## src/rtl/tnn_infer_pkg.sv

```systemverilog
// rtl/tnn_infer_pkg.sv - shared types and constants for the TNN inference controller
package tnn_infer_pkg;

  // Feature packing: five 2-bit features a..e, a in the low bits.
  localparam int FEAT_W   = 2;
  localparam int N_FEAT   = 5;
  localparam int VEC_W    = FEAT_W * N_FEAT;

  // Settle counter width; covers EVAL_CYCLES up to 15.
  localparam int SETTLE_W = 4;

  typedef enum logic [1:0] {
    IDLE = 2'd0,
    EVAL = 2'd1,
    DONE = 2'd2
  } state_e;

endpackage

```

## src/rtl/tnn_sat_counter.sv

```systemverilog
// rtl/tnn_sat_counter.sv - saturating up-counter with synchronous clear
module tnn_sat_counter #(
  parameter int W = 16
) (
  input  logic         clk,
  input  logic         rst_n,
  input  logic         clr,
  input  logic         inc,
  output logic [W-1:0] cnt
);

  logic [W-1:0] cnt_q, cnt_d;

  // Clear has priority over increment; increment stops at all-ones.
  always_comb begin
    cnt_d = cnt_q;
    if (clr) begin
      cnt_d = '0;
    end else if (inc && (cnt_q != {W{1'b1}})) begin
      cnt_d = cnt_q + 1'b1;
    end
  end

  // Counter register.
  always_ff @(posedge clk or negedge rst_n) begin
    if (!rst_n) begin
      cnt_q <= '0;
    end else begin
      cnt_q <= cnt_d;
    end
  end

  assign cnt = cnt_q;

endmodule

```

## src/rtl/tnn_infer_ctrl.sv

```systemverilog
// rtl/tnn_infer_ctrl.sv - sample/settle/result sequencer around an external classifier; statistics under TNN_INFER_STATS_EN
module tnn_infer_ctrl
  import tnn_infer_pkg::*;
#(
  parameter int EVAL_CYCLES = 1,
  parameter int CNT_W       = 16
) (
  input  logic             clk,
  input  logic             rst_n,
  input  logic             s_valid,
  output logic             s_ready,
  input  logic [VEC_W-1:0] s_feat,
  output logic [VEC_W-1:0] core_feat,
  input  logic             core_class,
  output logic             m_valid,
  input  logic             m_ready,
  output logic             m_class
`ifdef TNN_INFER_STATS_EN
  ,
  input  logic             stats_clr,
  output logic [CNT_W-1:0] cnt_total,
  output logic [CNT_W-1:0] cnt_pos
`endif
);

  // Settle count value on the edge that captures the classifier output.
  localparam logic [SETTLE_W-1:0] SETTLE_LAST = SETTLE_W'(EVAL_CYCLES - 1);

  state_e              state_q, state_d;
  logic [SETTLE_W-1:0] settle_q, settle_d;
  logic [VEC_W-1:0]    feat_q, feat_d;
  logic                class_q, class_d;
  logic                capture;

  // Next-state, handshake outputs and datapath load enables.
  always_comb begin
    state_d  = state_q;
    settle_d = settle_q;
    feat_d   = feat_q;
    class_d  = class_q;
    capture  = 1'b0;
    s_ready  = 1'b0;
    m_valid  = 1'b0;
    case (state_q)
      IDLE: begin
        s_ready = 1'b1;
        if (s_valid) begin
          feat_d   = s_feat;
          settle_d = '0;
          state_d  = EVAL;
        end
      end
      EVAL: begin
        if (settle_q == SETTLE_LAST) begin
          capture = 1'b1;
          state_d = DONE;
        end else begin
          settle_d = settle_q + 1'b1;
        end
      end
      DONE: begin
        m_valid = 1'b1;
        if (m_ready) begin
          state_d = IDLE;
        end
      end
      default: begin
        state_d = IDLE;
      end
    endcase
    // The class bit is only ever sampled on the capture edge.
    if (capture) begin
      class_d = core_class;
    end
  end

  // State and datapath registers; reset drops any in-flight sample.
  always_ff @(posedge clk or negedge rst_n) begin
    if (!rst_n) begin
      state_q  <= IDLE;
      settle_q <= '0;
      feat_q   <= '0;
      class_q  <= 1'b0;
    end else begin
      state_q  <= state_d;
      settle_q <= settle_d;
      feat_q   <= feat_d;
      class_q  <= class_d;
    end
  end

  assign core_feat = feat_q;
  assign m_class   = class_q;

`ifdef TNN_INFER_STATS_EN
  // Positive count only advances alongside the total, so it cannot overtake it.
  tnn_sat_counter #(
    .W(CNT_W)
  ) u_cnt_total (
    .clk  (clk),
    .rst_n(rst_n),
    .clr  (stats_clr),
    .inc  (capture),
    .cnt  (cnt_total)
  );

  tnn_sat_counter #(
    .W(CNT_W)
  ) u_cnt_pos (
    .clk  (clk),
    .rst_n(rst_n),
    .clr  (stats_clr),
    .inc  (capture & core_class),
    .cnt  (cnt_pos)
  );
`else
  // Counter width is meaningless without statistics; keep the parameter referenced.
  logic [CNT_W-1:0] unused_cnt_w;
  assign unused_cnt_w = '0;
`endif

endmodule

```

## config.mk

```make
export PLATFORM = sky130hd
export DESIGN_NAME = tnn_infer_ctrl
export DESIGN_NICKNAME = d
export VERILOG_FILES = /design/src/rtl/tnn_infer_pkg.sv /design/src/rtl/tnn_sat_counter.sv /design/src/rtl/tnn_infer_ctrl.sv
export SDC_FILE = /design/constraint.sdc
export NUM_CORES = 1
export LEC_CHECK = 0
export ABC_AREA = 1
export BUFFER_PORTS_ARGS = -buffer_cell sky130_fd_sc_hd__buf_2
export CORE_MARGIN = 4
export CORE_UTILIZATION = 44
export DETAILED_ROUTE_END_ITERATION = 8
export PLACE_DENSITY = 0.82
export SLEW_MARGIN = 5
export SYNTH_ARGS = -nofsm -noshare
export SYNTH_HDL_FRONTEND = slang
export SYNTH_SLANG_ARGS = --single-unit
```

## constraint.sdc

```tcl
create_clock -name clk -period 2.46 [get_ports clk]
set_input_delay 0.369 -clock clk [delete_from_list [all_inputs] [get_ports clk]]
set_output_delay 0.369 -clock clk [all_outputs]
set_load 0.005 [all_outputs]
```

# Yosys cells after proc, flatten, opt, wreduce, memory -nomap -nowiden
# Cells that the tools add are included.
[word_totals] regBits=17 latchBits=0 ram_bits=0 rom_bits=0 n_memories=0
[classes] addsub=1 mul=0 div_mod_pow=0 n_lt_le_gt_ge=0 eq_ne=6 shift=0 n_mux=11 n_bitwise=0 n_reduce_logical=6
[op_table] op="$mux 4" count=2
[op_table] op="$ne 2x2->1 const B" count=4
[op_table] op="$pmux 4 s2" count=1
[op_table] op="$mux 2" count=3
[op_table] op="$pmux 2 s3" count=1
[op_table] op="$reduce_and 3->1" count=2
[op_table] op="$add 4x1->4 const B" count=1
[op_table] op="$logic_not 4->1" count=1
[op_table] op="$mux 1" count=4
[op_table] op="$eq 2x1->1 const B" count=1
[op_table] op="$eq 2x2->1 const B" count=1
[op_table] op="$logic_not 2->1" count=1
[op_table] op="$reduce_and 2->1" count=1
[op_table] op="$reduce_bool 2->1" count=1

# Longest topological paths before layout
[logic_depth] ltp_word=3 ltp_mapped=6

# Worst setup path before layout
# Ideal clock, no wire load.
[synth_timing] kind="register to output" start="register state_q[1]" end="output port s_ready" t_arrival_ps=737 path_slack_ps=1354 stages_incl_launch_ff=3 n_path_buf=1 path_cell_list="dfrtp_1 nor2_4 buf_4"
[synth_via] elab_chain_cells=2
[synth_lines] element="from (decl)" line="tnn_infer_ctrl.sv:29" text="state_e state_q, state_d;"
[synth_lines] element="from (signal assigned)" line="tnn_infer_ctrl.sv:85" text="state_q <= state_d;"
[synth_lines] element="$logic_not 2->1" line="tnn_infer_ctrl.sv:44" text="case (state_q)"
[synth_lines] element="$mux 1" line="tnn_infer_ctrl.sv:44"
[synth_lines] element="to (decl)" line="tnn_infer_ctrl.sv:11" text="output logic s_ready,"
# Every way passes these cells.

# Final worst setup path
# Same ends and word-level chain as after synthesis.

==> impl_metrics.py <==
metrics = {
    "cells_and_area": {
        "final_nets": 138,
        "n_antenna_cell": 0,
        "drive_above_1_share_pct": 32.5,
        "final_util_pct": 57.0,
        "syn_to_final_growth_pct": 22.4,
        "n_fill_cell": 172,
    },
    "route": {
        "wl_um": 1690,
        "wl_per_cell_um": 11.6,
        "vias": 697,
        "drt_first_iter_violations": 10,
        "drc": 0,
        "drtAntennaViolNets": 0,
        "drtPass1Iterations": 3,
        "via_per_inst": 4.81,
    },
    "setup_path": {
        "r2r_start": "state_q[1]",
        "crit_chain": "nor2_4 -> buf_2",
        "reg2reg_to": "settle_q[3]",
        "worst_path_max_delay_cell": "dfrtp_1",
        "crit_fanout": 12,
        "worstSetupEndpointType": "primary output",
        "cp.required_ps": 2090,
        "critPathMaxStageDelay_ps": 450,
        "start_kind": "register",
        "ff2ff_path_depth": 4,
        "cp_top_family": "flip-flops",
        "arrival_ps": 1220,
        "cp-endpoint": "s_ready",
        "regToRegSetupSlack_ps": 1230,
        "worstSetupStartpoint": "state_q[1]",
        "crit_cells": 2,
        "path_class": "reg -> out",
        "critical_path_buf_inv_count": 1,
    },
    "floorplan": {
        "initial_core_util_pct": 46.6,
        "fp.dieArea_um2": 2580,
        "pin_count": 28,
        "dieWidth_um": 50.8,
        "fp.coreArea_um2": 1730,
        "rows": 15,
        "dieHeight_um": 50.8,
    },
    "sta": {
        "hold_slack_ps": 307,
        "finClkSkew_ps": 5.82,
        "relSlewSlack_pct": 74.6,
        "worst_pin_slew_ps": 380,
        "drv_slew": 0,
        "period_share_pct": 64.5,
        "setup_viol": 0,
        "min_period_ps": 1590,
        "rsz0062_at_grt": "no",
        "finalHoldViolCount": 0,
        "fmax_ghz": 0.630,
        "tns_ps": 0,
        "fin_ws_ps": 873,
    },
    "clock_tree": {
        "cts_buffers": 3,
        "cts.sinks": 17,
        "clockRootBuffer": "clkbuf_4",
        "clk_latency_ps": 290,
        "clock_path_buffers": 2,
        "htreeDepth": 1,
        "cts_tree": "built",
        "post_cts_buffers": 0,
        "path_clk_slew_ps": 100,
    },
    "power": {
        "p_per_area_nw_per_um2": 1050,
        "pwr-share-clk_pct": 14.3,
        "leakage_nw": 0.582,
        "seqPwrFrac_pct": 45.6,
        "sw_frac_of_total_pct": 40.3,
        "comb_power_share_pct": 40.1,
        "ir_drop_v": 0.000626,
        "cell_internal_pwr_w": 0.000616,
        "p_sw_w": 0.000416,
    },
    "placement": {
        "globalplace.congestion": 0.806,
        "pre_cts_slack_ps": 1190,
        "io_buffers": 27,
        "place_hpwl_um": 1320,
    },
    "synthesis": {
        "yosys.cell_count.top_type": "nand2_1",
        "synth_area_um2": 805,
        "syn-instance-count": 91,
        "ys_top_cells_by_count": "31 x nand2_1, 18 x nand3_1, 17 x dfrtp_1, 6 x inv_1",
        "synth-seq-cells": 17,
        "synth_top_area_share_pct": 52.9,
        "synthTopCellsByArea": "dfrtp_1 53%, nand2_1 14%, nand3_1 11%, ha_1 3.1%, inv_1 2.8%",
        "synth-edff-count": 0,
        "ys_warn_count": 0,
        "post_synth.cell_area_avg_um2": 8.84,
        "synth.net_count": 108,
        "ys.flop_type": "dfrtp_1",
        "async_flop_share_pct": 100,
        "ys_seq_area_share_pct": 52.9,
        "synth_top_area_cell": "dfrtp_1",
        "synthDistinctLibCells": 16,
    },
    "global_route": {
        "grt_use_total_pct": 15.7,
        "antenna_found_initial": 0,
        "grt_pass1_vias": 695,
        "grt_pass1_wl_um": 3020,
        "grt_max_degree": 18,
        "overflow": 0,
    },
    "worst_hold_path": {
        "hold_path_class": "in -> reg",
    },
    "job": {
        "cap_viol_max_count": 0,
    },
    "outcome": {
        "status": "completed",
    },
}
-- power by group through the flow --
stage,registers (W),clock network [W],logic [W]
6_report,0.000471,0.000148,0.000414
3_5_place_dp,0.000473,0,0.000424
5_1_grt,0.000490,0.000170,0.000473
2_1_floorplan,0.000477,0,0.000264
4_1_cts,0.000472,0.000153,0.000424
3_3_place_gp,0.000469,0,0.000403
-- worst min path at each step --
stage	startpoint	to	slack [ps]	cells after the start
final	s_feat[2]	core_feat[2]	310	3
after global routing	s_feat[2]	core_feat[2]	290	3
after global placement	rst_n	m_class	300	1
after CTS	s_feat[2]	core_feat[2]	300	3
after detailed placement	rst_n	m_class	310	1
after floorplan	rst_n	core_feat[0]	70	0
-- kinds of logic after synthesis --
family	count (synthesis)	synth area share, %
adder cells (fa/ha/maj)	2	3.11
buffers and inverters	10	6.22
flip-flops	17	52.9
AND/OR/NAND/NOR	62	37.8
-- metal layers --
layer	vias to the layer above	global-route usage, %	wire length (um)
li1	350	-	-
met1	326	19.7	808
met2	21	25.9	789
met3	0	4.15	89
met4	0	5.38	0
met5	-	0	0
-- tightest hold or removal path: stages --
cell and delay [ps]:
buf_2 70, nand3_1 70, nand2_1 60
-- placed cells by master, fill, tap and decap left out --
cell type	instances
nand3_2	1
nand2_2	1
inv_1	6
nand3_1	18
nor2_1	3
inv_2	1
dfrtp_1	17
nand4_1	3
nand2_1	31
ha_1	2
nand2_4	2
nor2_2	1
nor2_4	2
clkbuf_4	3
buf_2	27
dlygate4sd3_1	1
clkinv_2	1
-- repair_timing --
item,in CTS,in global routing
endpoints found under the hold margin,17,0
resized for setup,0,0
hold buffers,1,0
-- final cells by class --
class | instances | area, um2 | share of cell area [%]
sequential | 17 | 425 | 43.2
multi-input combinational | 64 | 329 | 33.4
timing repair buffer | 28 | 145 | 14.7
tap | 25 | 31.3 | 3.18
inverter | 7 | 26.3 | 2.67
clock buffer | 3 | 22.5 | 2.29
clock inverter | 1 | 5.00 | 0.508
-- flip-flops by register name, summed over array words and instances (netlist names) --
| register | cells |
|---|---|
| core_feat | 10 |
| state_q | 2 |
| settle_q | 4 |
| m_class | 1 |
-- metrics by stage --
stage / cell area (um2) / total power (W) / std cells
floorplan: 805 / 0.000741 / 91
detailed placement: 947 / 0.000898 / 140
CTS: 985 / 0.00105 / 145
global placement: 947 / 0.000872 / 140
global route: 985 / 0.00113 / 145
finish: 985 / 0.00103 / 145
Note: power is estimated with default switching activity, not from simulation.
